[src/rtl/alu_arbiter.sv]
// -----------------------------------------------------------------------------
// alu_arbiter
//
// Shares a single ALU between two requesters (port 0 and port 1). Each port
// has a valid/ready request channel (op, a, b) and a valid/ready response
// channel (rc, z). One request is granted per cycle, its operands are steered
// combinationally into the ALU, and the result is captured in a one-entry
// result register that is returned only to the port that was granted.
//
// Ports:
//   i_clk, i_rst           clock, synchronous active-high reset
//   i_reqK_valid/o_reqK_ready   request handshake for port K (K = 0, 1)
//   i_reqK_op/a/b          opcode and 32-bit operands for port K
//   o_rspK_valid/i_rspK_ready   response handshake for port K
//   o_rspK_rc/o_rspK_z     33-bit result and zero flag (0 when K is not owner)
//   o_busy                 result register holds an undelivered result
//
// Parameters:
//   FAIR  1 = round-robin under contention, 0 = port 0 always wins
//   OP_W  opcode width
// -----------------------------------------------------------------------------

// -----------------------------------------------------------------------------
// alu
//
// Combinational 32-bit ALU with a 33-bit result. Bit 32 carries the carry of
// ADD and the borrow of SUB; logic/shift/compare results are zero-extended.
// o_Z flags a zero in the low 32 bits of the result.
//
// Ports:
//   i_op   opcode (codes below; unlisted codes produce 0)
//   i_Ra   operand A
//   i_Rb   operand B (bits [4:0] are the shift amount for shifts)
//   o_Rc   33-bit result
//   o_Z    o_Rc[31:0] == 0
// -----------------------------------------------------------------------------
module alu #(
  parameter int OP_W = 4
) (
  input  logic [OP_W-1:0] i_op,
  input  logic [31:0]     i_Ra,
  input  logic [31:0]     i_Rb,
  output logic [32:0]     o_Rc,
  output logic            o_Z
);

  localparam logic [OP_W-1:0] ALU_ADD   = OP_W'(0);
  localparam logic [OP_W-1:0] ALU_SUB   = OP_W'(1);
  localparam logic [OP_W-1:0] ALU_AND   = OP_W'(2);
  localparam logic [OP_W-1:0] ALU_OR    = OP_W'(3);
  localparam logic [OP_W-1:0] ALU_XOR   = OP_W'(4);
  localparam logic [OP_W-1:0] ALU_SLL   = OP_W'(5);
  localparam logic [OP_W-1:0] ALU_SRL   = OP_W'(6);
  localparam logic [OP_W-1:0] ALU_SRA   = OP_W'(7);
  localparam logic [OP_W-1:0] ALU_SLT   = OP_W'(8);
  localparam logic [OP_W-1:0] ALU_SLTU  = OP_W'(9);
  localparam logic [OP_W-1:0] ALU_PASSB = OP_W'(10);

  logic [4:0]  shamt;
  logic [31:0] sra_res;

  assign shamt   = i_Rb[4:0];
  assign sra_res = $unsigned($signed(i_Ra) >>> shamt);

  always_comb begin
    o_Rc = '0;
    case (i_op)
      // Extending both operands to 33 bits keeps carry / borrow in bit 32.
      ALU_ADD:   o_Rc = {1'b0, i_Ra} + {1'b0, i_Rb};
      ALU_SUB:   o_Rc = {1'b0, i_Ra} - {1'b0, i_Rb};
      ALU_AND:   o_Rc = {1'b0, i_Ra & i_Rb};
      ALU_OR:    o_Rc = {1'b0, i_Ra | i_Rb};
      ALU_XOR:   o_Rc = {1'b0, i_Ra ^ i_Rb};
      ALU_SLL:   o_Rc = {1'b0, i_Ra << shamt};
      ALU_SRL:   o_Rc = {1'b0, i_Ra >> shamt};
      ALU_SRA:   o_Rc = {1'b0, sra_res};
      ALU_SLT:   o_Rc = {32'd0, ($signed(i_Ra) < $signed(i_Rb))};
      ALU_SLTU:  o_Rc = {32'd0, (i_Ra < i_Rb)};
      ALU_PASSB: o_Rc = {1'b0, i_Rb};
      default:   o_Rc = '0;
    endcase
  end

  assign o_Z = (o_Rc[31:0] == 32'd0);

endmodule

module alu_arbiter #(
  parameter int FAIR = 1,
  parameter int OP_W = 4
) (
  input  logic            i_clk,
  input  logic            i_rst,

  input  logic            i_req0_valid,
  output logic            o_req0_ready,
  input  logic [OP_W-1:0] i_req0_op,
  input  logic [31:0]     i_req0_a,
  input  logic [31:0]     i_req0_b,
  output logic            o_rsp0_valid,
  input  logic            i_rsp0_ready,
  output logic [32:0]     o_rsp0_rc,
  output logic            o_rsp0_z,

  input  logic            i_req1_valid,
  output logic            o_req1_ready,
  input  logic [OP_W-1:0] i_req1_op,
  input  logic [31:0]     i_req1_a,
  input  logic [31:0]     i_req1_b,
  output logic            o_rsp1_valid,
  input  logic            i_rsp1_ready,
  output logic [32:0]     o_rsp1_rc,
  output logic            o_rsp1_z,

  output logic            o_busy
);

  // Per-port views of the flat ports so the datapath can be indexed by port.
  logic [1:0]      req_valid;
  logic [1:0]      rsp_ready;
  logic [OP_W-1:0] req_op [2];
  logic [31:0]     req_a  [2];
  logic [31:0]     req_b  [2];

  logic [1:0]      req_ready;
  logic [1:0]      rsp_valid;
  logic [32:0]     rsp_rc [2];
  logic [1:0]      rsp_z;

  assign req_valid = {i_req1_valid, i_req0_valid};
  assign rsp_ready = {i_rsp1_ready, i_rsp0_ready};
  assign req_op[0] = i_req0_op;
  assign req_op[1] = i_req1_op;
  assign req_a[0]  = i_req0_a;
  assign req_a[1]  = i_req1_a;
  assign req_b[0]  = i_req0_b;
  assign req_b[1]  = i_req1_b;

  // Result register and arbitration history.
  logic        res_valid_reg,  res_valid_next;
  logic        res_owner_reg,  res_owner_next;
  logic [32:0] res_rc_reg,     res_rc_next;
  logic        res_z_reg,      res_z_next;
  logic        last_grant_reg, last_grant_next;

  // Arbitration and ALU datapath.
  logic            winner;
  logic            slot_free;
  logic            accept;
  logic            drain;
  logic [OP_W-1:0] alu_op;
  logic [31:0]     alu_a;
  logic [31:0]     alu_b;
  logic [32:0]     alu_rc;
  logic            alu_z;

  // Winner selection. With a single requester it simply wins; under
  // contention round-robin picks the port that was not granted last.
  always_comb begin
    winner = 1'b0;
    if (req_valid[0] && req_valid[1]) begin
      winner = (FAIR != 0) ? ~last_grant_reg : 1'b0;
    end else if (req_valid[1]) begin
      winner = 1'b1;
    end
  end

  // The slot is free if empty, or if its current owner is draining it in
  // this very cycle, which lets a new result overwrite it without a bubble.
  assign slot_free = !res_valid_reg || rsp_ready[res_owner_reg];
  assign drain     = res_valid_reg && rsp_ready[res_owner_reg];
  assign accept    = req_valid[winner] && slot_free && !i_rst;

  assign alu_op = req_op[winner];
  assign alu_a  = req_a[winner];
  assign alu_b  = req_b[winner];

  alu #(
    .OP_W (OP_W)
  ) u_alu (
    .i_op (alu_op),
    .i_Ra (alu_a),
    .i_Rb (alu_b),
    .o_Rc (alu_rc),
    .o_Z  (alu_z)
  );

  always_comb begin
    res_valid_next  = res_valid_reg;
    res_owner_next  = res_owner_reg;
    res_rc_next     = res_rc_reg;
    res_z_next      = res_z_reg;
    last_grant_next = last_grant_reg;
    if (accept) begin
      res_valid_next  = 1'b1;
      res_owner_next  = winner;
      res_rc_next     = alu_rc;
      res_z_next      = alu_z;
      last_grant_next = winner;
    end else if (drain) begin
      res_valid_next  = 1'b0;
    end
  end

  // last_grant resets to 1 so that port 0 wins the first tie.
  always_ff @(posedge i_clk) begin
    if (i_rst) begin
      res_valid_reg  <= 1'b0;
      res_owner_reg  <= 1'b0;
      res_rc_reg     <= '0;
      res_z_reg      <= 1'b0;
      last_grant_reg <= 1'b1;
    end else begin
      res_valid_reg  <= res_valid_next;
      res_owner_reg  <= res_owner_next;
      res_rc_reg     <= res_rc_next;
      res_z_reg      <= res_z_next;
      last_grant_reg <= last_grant_next;
    end
  end

  // Per-port handshake and result routing. Outputs are also masked while
  // i_rst is high so nothing leaks out before the first reset edge lands.
  generate
    for (genvar gi = 0; gi < 2; gi++) begin : g_port
      assign req_ready[gi] = accept && (winner == 1'(gi));
      assign rsp_valid[gi] = res_valid_reg && (res_owner_reg == 1'(gi)) && !i_rst;
      assign rsp_rc[gi]    = rsp_valid[gi] ? res_rc_reg : 33'd0;
      assign rsp_z[gi]     = rsp_valid[gi] ? res_z_reg  : 1'b0;
    end
  endgenerate

  assign o_req0_ready = req_ready[0];
  assign o_req1_ready = req_ready[1];
  assign o_rsp0_valid = rsp_valid[0];
  assign o_rsp1_valid = rsp_valid[1];
  assign o_rsp0_rc    = rsp_rc[0];
  assign o_rsp1_rc    = rsp_rc[1];
  assign o_rsp0_z     = rsp_z[0];
  assign o_rsp1_z     = rsp_z[1];
  assign o_busy       = res_valid_reg && !i_rst;

endmodule

[config.mk]
export PLATFORM = sky130hd
export DESIGN_NAME = alu_arbiter
export DESIGN_NICKNAME = d
export VERILOG_FILES = /design/src/rtl/alu_arbiter.sv
export SDC_FILE = /design/constraint.sdc
export NUM_CORES = 1
export LEC_CHECK = 0
export ABC_AREA = 0
export CORE_UTILIZATION = 35
export CTS_CLUSTER_SIZE = 40
export DETAILED_ROUTE_END_ITERATION = 8
export GPL_TIMING_DRIVEN = 0
export PLACE_DENSITY = 0.64
export SYNTH_ARGS = -nofsm -noshare
export SYNTH_HDL_FRONTEND = slang
export SYNTH_SLANG_ARGS = --single-unit
[constraint.sdc]
create_clock -name i_clk -period 6.2 [get_ports i_clk]
set_input_delay 1.24 -clock i_clk [delete_from_list [all_inputs] [get_ports i_clk]]
set_output_delay 1.24 -clock i_clk [all_outputs]
set_load 0.05 [all_outputs]
==> impl_metrics.tcl <==
set metrics [dict create \
    outcome "finished, violations left" \
    violations "capacitance limit, setup timing" \
    portBuffers 208 \
    total_power_mw 3.08 \
    final_cell_mix "267 x mux2i_1, 257 x nand2_1, 203 x clkdlybuf4s50_1" \
    slew_headroom_pct 0.651 \
    min_from "res_rc_reg[25]$_SDFFE_PP0P_" \
    finalCritPeriodShare_pct 105 \
    vias 19500 \
    yosys.area.top_type "mux2i_1" \
    drive_gt1_share_pct 12.2 \
    postRouteAntennaNets 0 \
    wl_per_cell_um 34.9 \
    grt.total_usage_pct 46.8 \
    yosysTopAreaCellShare_pct 20.2 \
    die_y_um 202 \
    fmax_mhz 153 \
    fin_area_mm2 0.0184 \
    core_area_mm2 0.0390 \
    setup-tns-final_ns -0.340 \
    synth.ff_latch_count 37 \
    cts_tree "built" \
    final.setup.worst_slack_ns -0.340 \
    cts_inserted_buffers 5 \
    nets 2550 \
    setup_viol_count_final 1 \
    tightest_slew_ns 1.47 \
    ctsHtreeMaxLevel 2 \
    drt-vias-per-instance 6.90 \
    max_cap_violations 2 \
    avgSynthCellArea_um2 6.78 \
    rows 72 \
    clockBufferDepth 2 \
    cp-end-kind "register" \
    hold_buffers 0 \
    fill_cells 3986 \
    grt_max_degree 20 \
    total_leakage_power_nw 7.82 \
    drt_drc_violations_left 0 \
    cts_root_buf "clkbuf_16" \
    final_cells 2829 \
    layout_min_cycle_time_ns 6.54 \
    ys_dominant_reg_cell "dfxtp_1" \
    grt_pass1_vias 18400 \
    place.gp.congestion 1.09 \
    synth.area.top_cells "mux2i_1 20%, ha_1 8.8%, nand2_1 7.4%" \
    yosys_warnings 0 \
    cp_data_required_time_ns 6.42 \
    synth_edf_count 0 \
    num_io_pins 215 \
    pre_cts_slack_ns -3.58 \
    final_util_pct 47.2 \
    drt-pass1-iter-count 8 \
    startpoint_type "primary input" \
    holdWs_ns 0.492 \
    crit_fanout 10 \
    syn_nets 2306 \
    dpl-instance-area_mm2 0.0167 \
    grt-ovfl-total 0 \
    critPathKind "in -> reg" \
    clk_latency_ns 0.29 \
    ys_async_sr_fraction_pct 0 \
    areaGrowthSynthToFinish_pct 31.7 \
    antenna_found_initial 2 \
    netlist_area_mm2 0.0140 \
    rsz0062_at_grt "true" \
    vdd_drop_max_uv 124 \
    grt_pass1_wl_mm 137 \
    synth_cells 2064 \
    largest_reg_flops 33 \
    path_clk_slew_ns 0.06 \
    placedCellCount 2790 \
    drt_iter0_drc 3155 \
    fp.dieW_um 202 \
    hold_path_class "reg -> reg" \
    arrival_ns 6.76 \
    die_area_mm2 0.0408 \
    post-dp-hpwl_mm 78.4 \
    synth-seq-area-share_pct 5.30 \
    slew_viol_final 0 \
    finalClockSkew_ns 0.00490 \
    layout_commonest_cell "mux2i_1" \
    wl_mm 98.8 \
    synth.distinct_cells 89 \
    cts.sinks 37 \
    hold_viol 0 \
    p_per_area_mw_per_mm2 167 \
    startpoint "i_req1_op[2]" \
    start_util_pct 35.9 \
    r2r_start "last_grant_reg$_SDFFE_PP1P_" \
]
-- power breakdown --
part           internal (mW)  switching (mW)  total [mW]
logic                  0.856            1.68        2.54
clock network          0.148           0.103       0.251
registers              0.267          0.0225       0.290
total                   1.27            1.81        3.08
-- per-layer routing --
layer  vias to the layer above  share of wire, %  track usage [%]
met1                      9503                40             62.3
met2                      1574                40             67.8
met4                         6               6.3             23.2
met3                       308                13             14.2
li1                       8131                 -                -
met5                         -             0.030                0
-- worst paths after layout --
| path | to | slack, ns | cells after the start |
|---|---|---|---|
| max reg2reg | res_z_reg$_SDFFE_PP0P_ | 0.42 | 15 |
| min reg2reg | res_rc_reg[25]$_SDFFE_PP0P_ | 0.49 | 2 |
| max | res_z_reg$_SDFFE_PP0P_ | -0.34 | 14 |
| min | res_rc_reg[25]$_SDFFE_PP0P_ | 0.49 | 2 |
-- layout make-up --
type	instances	area, um2	share of cell area (%)
multi-input combinational	1767	13000	70.4
timing repair buffer	247	2410	13.1
buffer	158	1150	6.26
sequential	37	741	4.02
tap	518	648	3.52
inverter	92	353	1.92
clock buffer	6	129	0.700
clock inverter	2	10.0	0.0543
antenna	2	5.00	0.0272
-- kinds of logic (layout without fill, tap and decap cells) --
| kind of cell | count (synthesis) | after routing | synth area share, % |
|---|---|---|---|
| buffers and inverters | 260 | 505 | 7.82 |
| flip-flops | 37 | 37 | 5.30 |
| AND/OR/NAND/NOR | 764 | 764 | 25.9 |
| adder cells (fa/ha/maj) | 100 | 100 | 9.05 |
| XOR/XNOR | 17 | 17 | 1.06 |
| AO/OA/AOI/OAI | 574 | 574 | 28.0 |
| multiplexers | 312 | 312 | 22.8 |
| other | 0 | 2 | 0 |
-- repair_timing --
action                                  4_1_cts  5_1_grt
pin swaps                                    32        2
endpoints found under the setup margin       35        3
buffers inserted                             39        0
resized for setup                           275       27
-- cells in the mapped netlist, drive strengths merged, types with 48 or more instances --
library cell	n
mux2i	283
nor3	48
a211oi	58
clkbuf	100
o21ai	87
a21oi	135
buf	68
inv	92
nand3	51
nand2	275
ha	98
nor2	176
-- worst max-delay path, cell delays in order --
cell,delay [ns]
clkdlybuf4s50_1,0.53
clkbuf_1,0.42
nor4bb_1,0.14
mux2i_2,0.69
clkbuf_1,0.72
o32ai_1,0.21
a211oi_1,0.72
o2111ai_1,0.37
o21ai_1,0.43
nand4b_1,0.26
nor4_4,0.25
nand3_2,0.18
or4_4,0.45
o21ai_1,0.13
Note: power is estimated with default switching activity, not from simulation.
